[src/rtl/digit_overlay.sv]
// Seven-segment digit overlay for the pixel path.
// A small register file holds one descriptor per digit slot; the current
// pixel is classified in stage 1 (row hit, slot index, local x/y) and
// turned into a colour in stage 2, giving a fixed two-cycle latency from
// pix_x/pix_y/video_on to rgb_menu.
//
// Write port: wr_en is a single-cycle strobe with no back-pressure; the
// descriptor is captured on the rising edge where wr_en is high, and
// addresses at or beyond NUM_DIGITS are dropped.
module digit_overlay #(
  parameter int         NUM_DIGITS   = 8,
  parameter int         X0           = 64,
  parameter int         Y0           = 100,
  parameter int         PITCH_LOG2   = 4,
  parameter int         DIG_W        = 12,
  parameter int         DIG_H        = 20,
  parameter int         SEG_T        = 2,
  parameter int         BLINK_FRAMES = 30,
  parameter logic [2:0] BG_RGB       = 3'b000
) (
  input  logic       clk,
  input  logic       reset,
  input  logic [9:0] pix_x,
  input  logic [9:0] pix_y,
  input  logic       video_on,
  input  logic       wr_en,
  input  logic [3:0] wr_addr,
  input  logic [8:0] wr_data,
  output logic [2:0] rgb_menu
);

  // Row extents, widened by one bit so X0 + row width cannot wrap.
  localparam int          X_END    = X0 + (NUM_DIGITS << PITCH_LOG2);
  localparam logic [10:0] X_LO_L   = 11'(X0);
  localparam logic [10:0] X_HI_L   = 11'(X_END);
  localparam logic [10:0] Y_LO_L   = 11'(Y0);
  localparam logic [10:0] Y_HI_L   = 11'(Y0 + DIG_H);
  localparam logic [9:0]  X0_L     = 10'(X0);
  localparam logic [9:0]  Y0_L     = 10'(Y0);

  // Segment band boundaries in local digit coordinates.
  localparam logic [9:0]  SEG_T_L  = 10'(SEG_T);
  localparam logic [9:0]  DIG_W_L  = 10'(DIG_W);
  localparam logic [9:0]  RIGHT_L  = 10'(DIG_W - SEG_T);
  localparam logic [9:0]  BOT_L    = 10'(DIG_H - SEG_T);
  localparam logic [9:0]  HALF_L   = 10'(DIG_H / 2);
  localparam logic [9:0]  G_LO_L   = 10'(DIG_H / 2 - SEG_T / 2);
  localparam logic [9:0]  G_HI_L   = 10'(DIG_H / 2 + SEG_T / 2);

  // Blink counter sized to hold 0 .. BLINK_FRAMES-1.
  localparam int             CNT_W    = (BLINK_FRAMES > 1) ? $clog2(BLINK_FRAMES) : 1;
  localparam logic [CNT_W-1:0] CNT_LAST = CNT_W'(BLINK_FRAMES - 1);

  // Standard hex-to-seven-segment table, bit order {g,f,e,d,c,b,a}.
  function automatic logic [6:0] seg7(input logic [3:0] v);
    logic [6:0] s;
    case (v)
      4'h0:    s = 7'h3F;
      4'h1:    s = 7'h06;
      4'h2:    s = 7'h5B;
      4'h3:    s = 7'h4F;
      4'h4:    s = 7'h66;
      4'h5:    s = 7'h6D;
      4'h6:    s = 7'h7D;
      4'h7:    s = 7'h07;
      4'h8:    s = 7'h7F;
      4'h9:    s = 7'h6F;
      4'hA:    s = 7'h77;
      4'hB:    s = 7'h7C;
      4'hC:    s = 7'h39;
      4'hD:    s = 7'h5E;
      4'hE:    s = 7'h79;
      default: s = 7'h71;
    endcase
    return s;
  endfunction

  // ---------------------------------------------------------------------
  // Descriptor file: {blink, en, color[2:0], value[3:0]} per slot.
  // ---------------------------------------------------------------------
  logic [8:0] desc [NUM_DIGITS];

  // Store a descriptor on a write strobe; out-of-range slots are ignored.
  always_ff @(posedge clk) begin
    if (reset) begin
      for (int i = 0; i < NUM_DIGITS; i++) desc[i] <= '0;
    end else if (wr_en) begin
      for (int i = 0; i < NUM_DIGITS; i++) begin
        if (wr_addr == 4'(i)) desc[i] <= wr_data;
      end
    end
  end

  // ---------------------------------------------------------------------
  // Blink timing: count frame starts, toggle phase every BLINK_FRAMES.
  // ---------------------------------------------------------------------
  logic             origin;
  logic             origin_q;
  logic             frame_start;
  logic [CNT_W-1:0] frame_cnt;
  logic             blink_phase;

  // Frame start is the rising edge of "pixel is at (0,0)", so a coordinate
  // held for several cycles counts as one frame.
  always_comb begin
    origin      = (pix_x == 10'd0) && (pix_y == 10'd0);
    frame_start = origin && !origin_q;
  end

  // Frame counter and blink phase; phase 0 means blinking digits are shown.
  always_ff @(posedge clk) begin
    if (reset) begin
      origin_q    <= 1'b0;
      frame_cnt   <= '0;
      blink_phase <= 1'b0;
    end else begin
      origin_q <= origin;
      if (frame_start) begin
        if (frame_cnt == CNT_LAST) begin
          frame_cnt   <= '0;
          blink_phase <= ~blink_phase;
        end else begin
          frame_cnt <= frame_cnt + 1'b1;
        end
      end
    end
  end

  // ---------------------------------------------------------------------
  // Stage 1: locate the pixel relative to the digit row.
  // ---------------------------------------------------------------------
  logic                  in_row;
  logic                  s1_video;
  logic                  s1_in_row;
  logic [3:0]            s1_idx;
  logic [PITCH_LOG2-1:0] s1_lx;
  logic [9:0]            s1_ly;

  // Row membership test; the slot index/local coordinates are only
  // meaningful when this is true.
  always_comb begin
    in_row = ({1'b0, pix_y} >= Y_LO_L) && ({1'b0, pix_y} < Y_HI_L) &&
             ({1'b0, pix_x} >= X_LO_L) && ({1'b0, pix_x} < X_HI_L);
  end

  // Register the pixel classification for stage 2.
  always_ff @(posedge clk) begin
    if (reset) begin
      s1_video  <= 1'b0;
      s1_in_row <= 1'b0;
      s1_idx    <= '0;
      s1_lx     <= '0;
      s1_ly     <= '0;
    end else begin
      s1_video  <= video_on;
      s1_in_row <= in_row;
      s1_idx    <= 4'((pix_x - X0_L) >> PITCH_LOG2);
      s1_lx     <= PITCH_LOG2'(pix_x - X0_L);
      s1_ly     <= pix_y - Y0_L;
    end
  end

  // ---------------------------------------------------------------------
  // Stage 2: descriptor lookup, segment hit, colour select.
  // ---------------------------------------------------------------------
  logic [8:0] rd_desc;
  logic [9:0] lx;
  logic [6:0] geom;
  logic [6:0] lit;
  logic       seg_hit;
  logic       show;

  // Select the descriptor for the slot under the pixel; unused index
  // values read as a disabled digit.
  always_comb begin
    rd_desc = '0;
    for (int i = 0; i < NUM_DIGITS; i++) begin
      if (s1_idx == 4'(i)) rd_desc = desc[i];
    end
  end

  // Which segment regions contain the local pixel, and whether any of
  // them is lit for this digit's value.
  always_comb begin
    lx      = 10'(s1_lx);
    geom[0] = s1_ly < SEG_T_L;                             // a
    geom[1] = (lx >= RIGHT_L) && (s1_ly < HALF_L);         // b
    geom[2] = (lx >= RIGHT_L) && (s1_ly >= HALF_L);        // c
    geom[3] = s1_ly >= BOT_L;                              // d
    geom[4] = (lx < SEG_T_L) && (s1_ly >= HALF_L);         // e
    geom[5] = (lx < SEG_T_L) && (s1_ly < HALF_L);          // f
    geom[6] = (s1_ly >= G_LO_L) && (s1_ly < G_HI_L);       // g
    lit     = seg7(rd_desc[3:0]);
    seg_hit = |(geom & lit);
    show    = s1_in_row && (lx < DIG_W_L) && rd_desc[7] &&
              (!rd_desc[8] || !blink_phase) && seg_hit;
  end

  // Registered output colour: black outside the active area, digit colour
  // on a lit segment, background elsewhere.
  always_ff @(posedge clk) begin
    if (reset) begin
      rgb_menu <= 3'b000;
    end else if (!s1_video) begin
      rgb_menu <= 3'b000;
    end else if (show) begin
      rgb_menu <= rd_desc[6:4];
    end else begin
      rgb_menu <= BG_RGB;
    end
  end

endmodule

[config.mk]
export PLATFORM = sky130hd
export DESIGN_NAME = digit_overlay
export DESIGN_NICKNAME = d
export VERILOG_FILES = /design/src/rtl/digit_overlay.sv
export SDC_FILE = /design/constraint.sdc
export NUM_CORES = 1
export LEC_CHECK = 0
export ABC_AREA = 1
export BUFFER_PORTS_ARGS = -buffer_cell sky130_fd_sc_hd__buf_2
export CORE_MARGIN = 10
export CORE_UTILIZATION = 54
export DETAILED_ROUTE_END_ITERATION = 12
export HOLD_SLACK_MARGIN = 0.15
export PLACE_DENSITY = 0.76
export SLEW_MARGIN = 0
export SYNTH_ARGS = -nofsm -noshare
export SYNTH_HDL_FRONTEND = slang
export SYNTH_SLANG_ARGS = --single-unit
[constraint.sdc]
create_clock -name clk -period 2.2 [get_ports clk]
set_input_delay 0.22 -clock clk [delete_from_list [all_inputs] [get_ports clk]]
set_output_delay 0.22 -clock clk [all_outputs]
set_load 0.02 [all_outputs]
==> summary.md <==
| Metric | Value |
|---|---|
| Die Span Y | `between 100 and 150 um` |
| Yosys warns | `0` |
| CP endpoint | `rgb_menu[0]$_SDFF_PP0_` |
| Fin. Hold Viols | `0` |
| Vias | `between 4000 and 5000` |
| Worst r2r path cells | `16` |
| Synth Area in Simple Gates | `26.99%` |
| RSZ-0062 raised after global routing | `yes` |
| Area grow syn2layout | `24.15%` |
| Synth Instances | `541` |
| Peak Freq | `429.4 MHz` |
| Wire length per cell | `16.44 um` |
| Count leader, synth | `nor2_1` |
| Placer Congestion | `0.8592` |
| Final Cell Area | `6021 um^2` |
| Post-synth top cells | `113 x nor2_1, 82 x nand2_1, 72 x edfxtp_1, 61 x inv_1, 53 x nand3_1` |
| Biggest area consumer among synthesized cells | `edfxtp_1` |
| Initial core utilization | `55.61%` |
| Worst hold path type | `input pin to flip-flop` |
| Post-Syn Nets | `between 500 and 600` |
| CP endpoint kind | `flip-flop` |
| Antenna violation net count after detailed routing | `0` |
| Initial antenna violation count | `0` |
| Worst Tran Pin Value | `0.5650 ns` |
| DP Wirelength | `8343 um` |
| Drt drc | `0` |
| Worst hold slack | `roughly 0.17 ns` |
| Post-synth EDFFs | `72` |
| CTS tree | `done` |
| IO Count | `40` |
| Critical path data arrival time | `2.64 ns` |
| Clock Pin Slew Worst Setup and Hold Paths | `0.10 ns` |
| Die area | `13170 um^2` |
| PortBufs | `39` |
| Width of the die | `114.8 um` |
| Setup violations, final | `3` |
| CP Launch Point | `s1_idx[2]$_SDFF_PP0_` |
| CP required | `around 2.5 ns` |
| Placed cell areas | `5373 um^2` |
| Post-synthesis mux area share | `0%` |
| RR Startpoint | `s1_idx[2]$_SDFF_PP0_` |
| Largest net degree at the start of global routing | `27` |
| Seq/Total Area, Yosys | `56.55%` |
| Core region area | `a little under 9000 um^2` |
| Clk sinks | `around 100` |
| Drt pass-1 iters | `5` |
| VDD IR max | `between 0.0004 and 0.0005 V` |
| Worst hold stages | `3` |
| Syn_area_per_cell | `8.964 um^2` |
| Total Nets Final | `686` |
| Compound-Gate Fraction of Synth Area | `5.960%` |
| Worst path slowest cell | `dfxtp_2` |
| Mapped Area | `4850 um^2` |
| Worst Skew | `0.01137 ns` |
| Top post-synthesis cells by area | `edfxtp_1 45%, dfxtp_1 12%, nor2_1 8.7%` |
| Tcrit/Tclk final | `105.8%` |
| Failing checks | `setup timing` |
| Final worst setup slack | `-0.1286 ns` |
| CTS max path bufs | `2` |
| GRT overflow | `0` |
| Run status | `finished, violations left` |
| Gr usage total | `about 18%` |
| Top-area cell type share of the netlist area | `44.58%` |
| Pre-CTS setup slack | `-0.06605 ns` |
| Worst reg-to-reg setup slack | `-0.13 ns` |
| First-pass GRT wire length | `18930 um` |
| Fin. max-slew vios | `0` |
| CTS root buf | `clkbuf_8` |
| Critical Path Fanout Max | `13` |
| Util after Layout | `69.04%` |
| Class of the most critical setup path | `flip-flop to flip-flop` |
| Post-synthesis adder-cell area fraction | `3.612%` |
| Max Cap Viol | `0` |
| CP Launch Type | `flip-flop` |
| Number of synthesized register bits | `101` |
| Vias in the first global route | `4005` |
| Via/cell ratio | `5.509` |
| FILL cells | `about 620` |
| Crit path cell chain | `nor2_4 -> buf_4 -> bufbuf_16 -> nand3_1 -> nand3_1 -> a21oi_2 -> nand4_1 -> buf_4 -> buf_4 -> nand4_1 -> nand3_1 -> nand2_1 -> nor2_1 -> nand2_1 -> nand2_2 -> nor2_1` |
| Pleak | `0.002597 uW` |
| Largest stage delay on the critical path | `0.37 ns` |
| Reg-to-reg endpoint | `rgb_menu[0]$_SDFF_PP0_` |
| Synth Area in XOR/XNOR | `0.5418%` |
| H-Tree Depth | `3` |
| WL final | `12320 um` |
| Layout cells sized above 1 | `23.13%` |
| 1st-iter DRT viols | `about 370` |
| Post-synth ARST share | `0%` |
| Clk Latency, worst-skew pair | `around 0.37 ns` |
| Post-synth top flop | `edfxtp_1` |
| Setup TNS | `-0.3563 ns` |
| Tmin final | `2.329 ns` |
| CTS buffer count | `9` |
| Max-slew headroom | `62.29%` |
| P per Cell Area | `around 670 nW/um^2` |
| Largest family of logic cells by synthesized area | `simple AND/OR/NAND/NOR gates` |
| Row count | `34` |
| Post-synth cell types | `38` |
==> cell type report <==
class / count / area [um^2] / share of cell area, %
sequential: 101 / 2748 / 45.64
clock buffer: 9 / 123.9 / 2.057
antenna: 1 / 2.502 / 0.04156
inverter: 72 / 272.8 / 4.530
clock inverter: 7 / 72.57 / 1.205
timing repair buffer: 92 / 708.2 / 11.76
multi-input combinational: 359 / 1958 / 32.52
tap: 108 / 135.1 / 2.244
==> worst min path at each step <==
| stage | from | end | slack (ns) |
|---|---|---|---|
| final | pix_y[8] | s1_ly[8]$_SDFF_PP0_ | 0.17 |
| after global routing | pix_y[8] | s1_ly[8]$_SDFF_PP0_ | 0.19 |
| after CTS | pix_x[0] | s1_in_row$_SDFF_PP0_ | 0.16 |
| after detailed placement | pix_x[6] | s1_idx[2]$_SDFF_PP0_ | 0.44 |
| after global placement | pix_y[2] | s1_ly[2]$_SDFF_PP0_ | 0.43 |
| after floorplan | pix_x[6] | s1_idx[2]$_SDFF_PP0_ | 0.29 |
==> cell usage in the layout, fill, tap and decap left out, types with 2 or more instances in the layout <==
| cell | instances |
|---|---|
| nor2_1 | 110 |
| nand2_1 | 75 |
| edfxtp_1 | 72 |
| inv_1 | 57 |
| nand3_1 | 47 |
| buf_2 | 39 |
| buf_4 | 32 |
| dfxtp_1 | 25 |
| o21ai_0 | 17 |
| nand4_1 | 15 |
| dlygate4sd3_1 | 15 |
| inv_2 | 14 |
| a21oi_1 | 13 |
| nand2_2 | 9 |
| ha_1 | 9 |
| clkbuf_8 | 9 |
| a221oi_1 | 7 |
| nor3_1 | 5 |
| nor2_4 | 5 |
| nand3_2 | 5 |
| nor2_2 | 5 |
| ha_4 | 5 |
| dfxtp_2 | 4 |
| o211ai_1 | 3 |
| nor4_1 | 3 |
| or2_0 | 2 |
| a31oi_1 | 2 |
| nor3b_1 | 2 |
| xor2_1 | 2 |
| inv_6 | 2 |
| buf_6 | 2 |
| buf_12 | 2 |
==> stage by stage <==
stage | total power [uW] | instances
floorplan | 2542 | 541
global placement | 2721 | 708
detailed placement | 2746 | 708
CTS | 3956 | 744
global route | 4189 | 748
finish | 4033 | 749
==> metal layers <==
metal,GRT usage [%],part of all wire (%)
met3,2.865,5.0
met2,31.03,52
met5,0,0
met4,7.343,3.2
met1,21.86,40
==> state kept, by name, summed over array words and instances (netlist names) <==
| signal | count |
|---|---|
| desc | 72 |
| rgb_menu | 3 |
| s1_ly | 10 |
| s1_video | 1 |
| frame_cnt | 5 |
| s1_idx | 4 |
| s1_in_row | 1 |
| s1_lx | 3 |
| blink_phase | 1 |
| origin_q | 1 |
==> repair_timing <==
item,CTS,global route
hold endpoints to repair,15,0
setup endpoints to repair,3,9
cloned,2,0
buffers inserted,3,4
gates resized for setup,12,33
pin swaps,4,19
hold buffers,15,0
==> power by group <==
part           switching (uW)  internal (uW)
clock                     641            530
sequential               43.3           2150
combinational             396            275
total                    1080           2950
==> worst max-delay path, delay by kind of cell, from the launching register on <==
| family | cells | cell delay, ns |
|---|---|---|
| and+or+nand+nor | 11 | 1.01 |
| buffers and inverters | 4 | 0.73 |
| DFF | 1 | 0.37 |
| AOI/OAI and AO/OA | 1 | 0.14 |
==> kinds of logic after synthesis <==
logic type,after synthesis
AOI/OAI and AO/OA,48
xor gates and xnor gates,3
adders and majority gates,14
buffers and inverters,81
DFF,101
and+or+nand+nor,294
No activity file was read; power rests on OpenSTA's default activity.
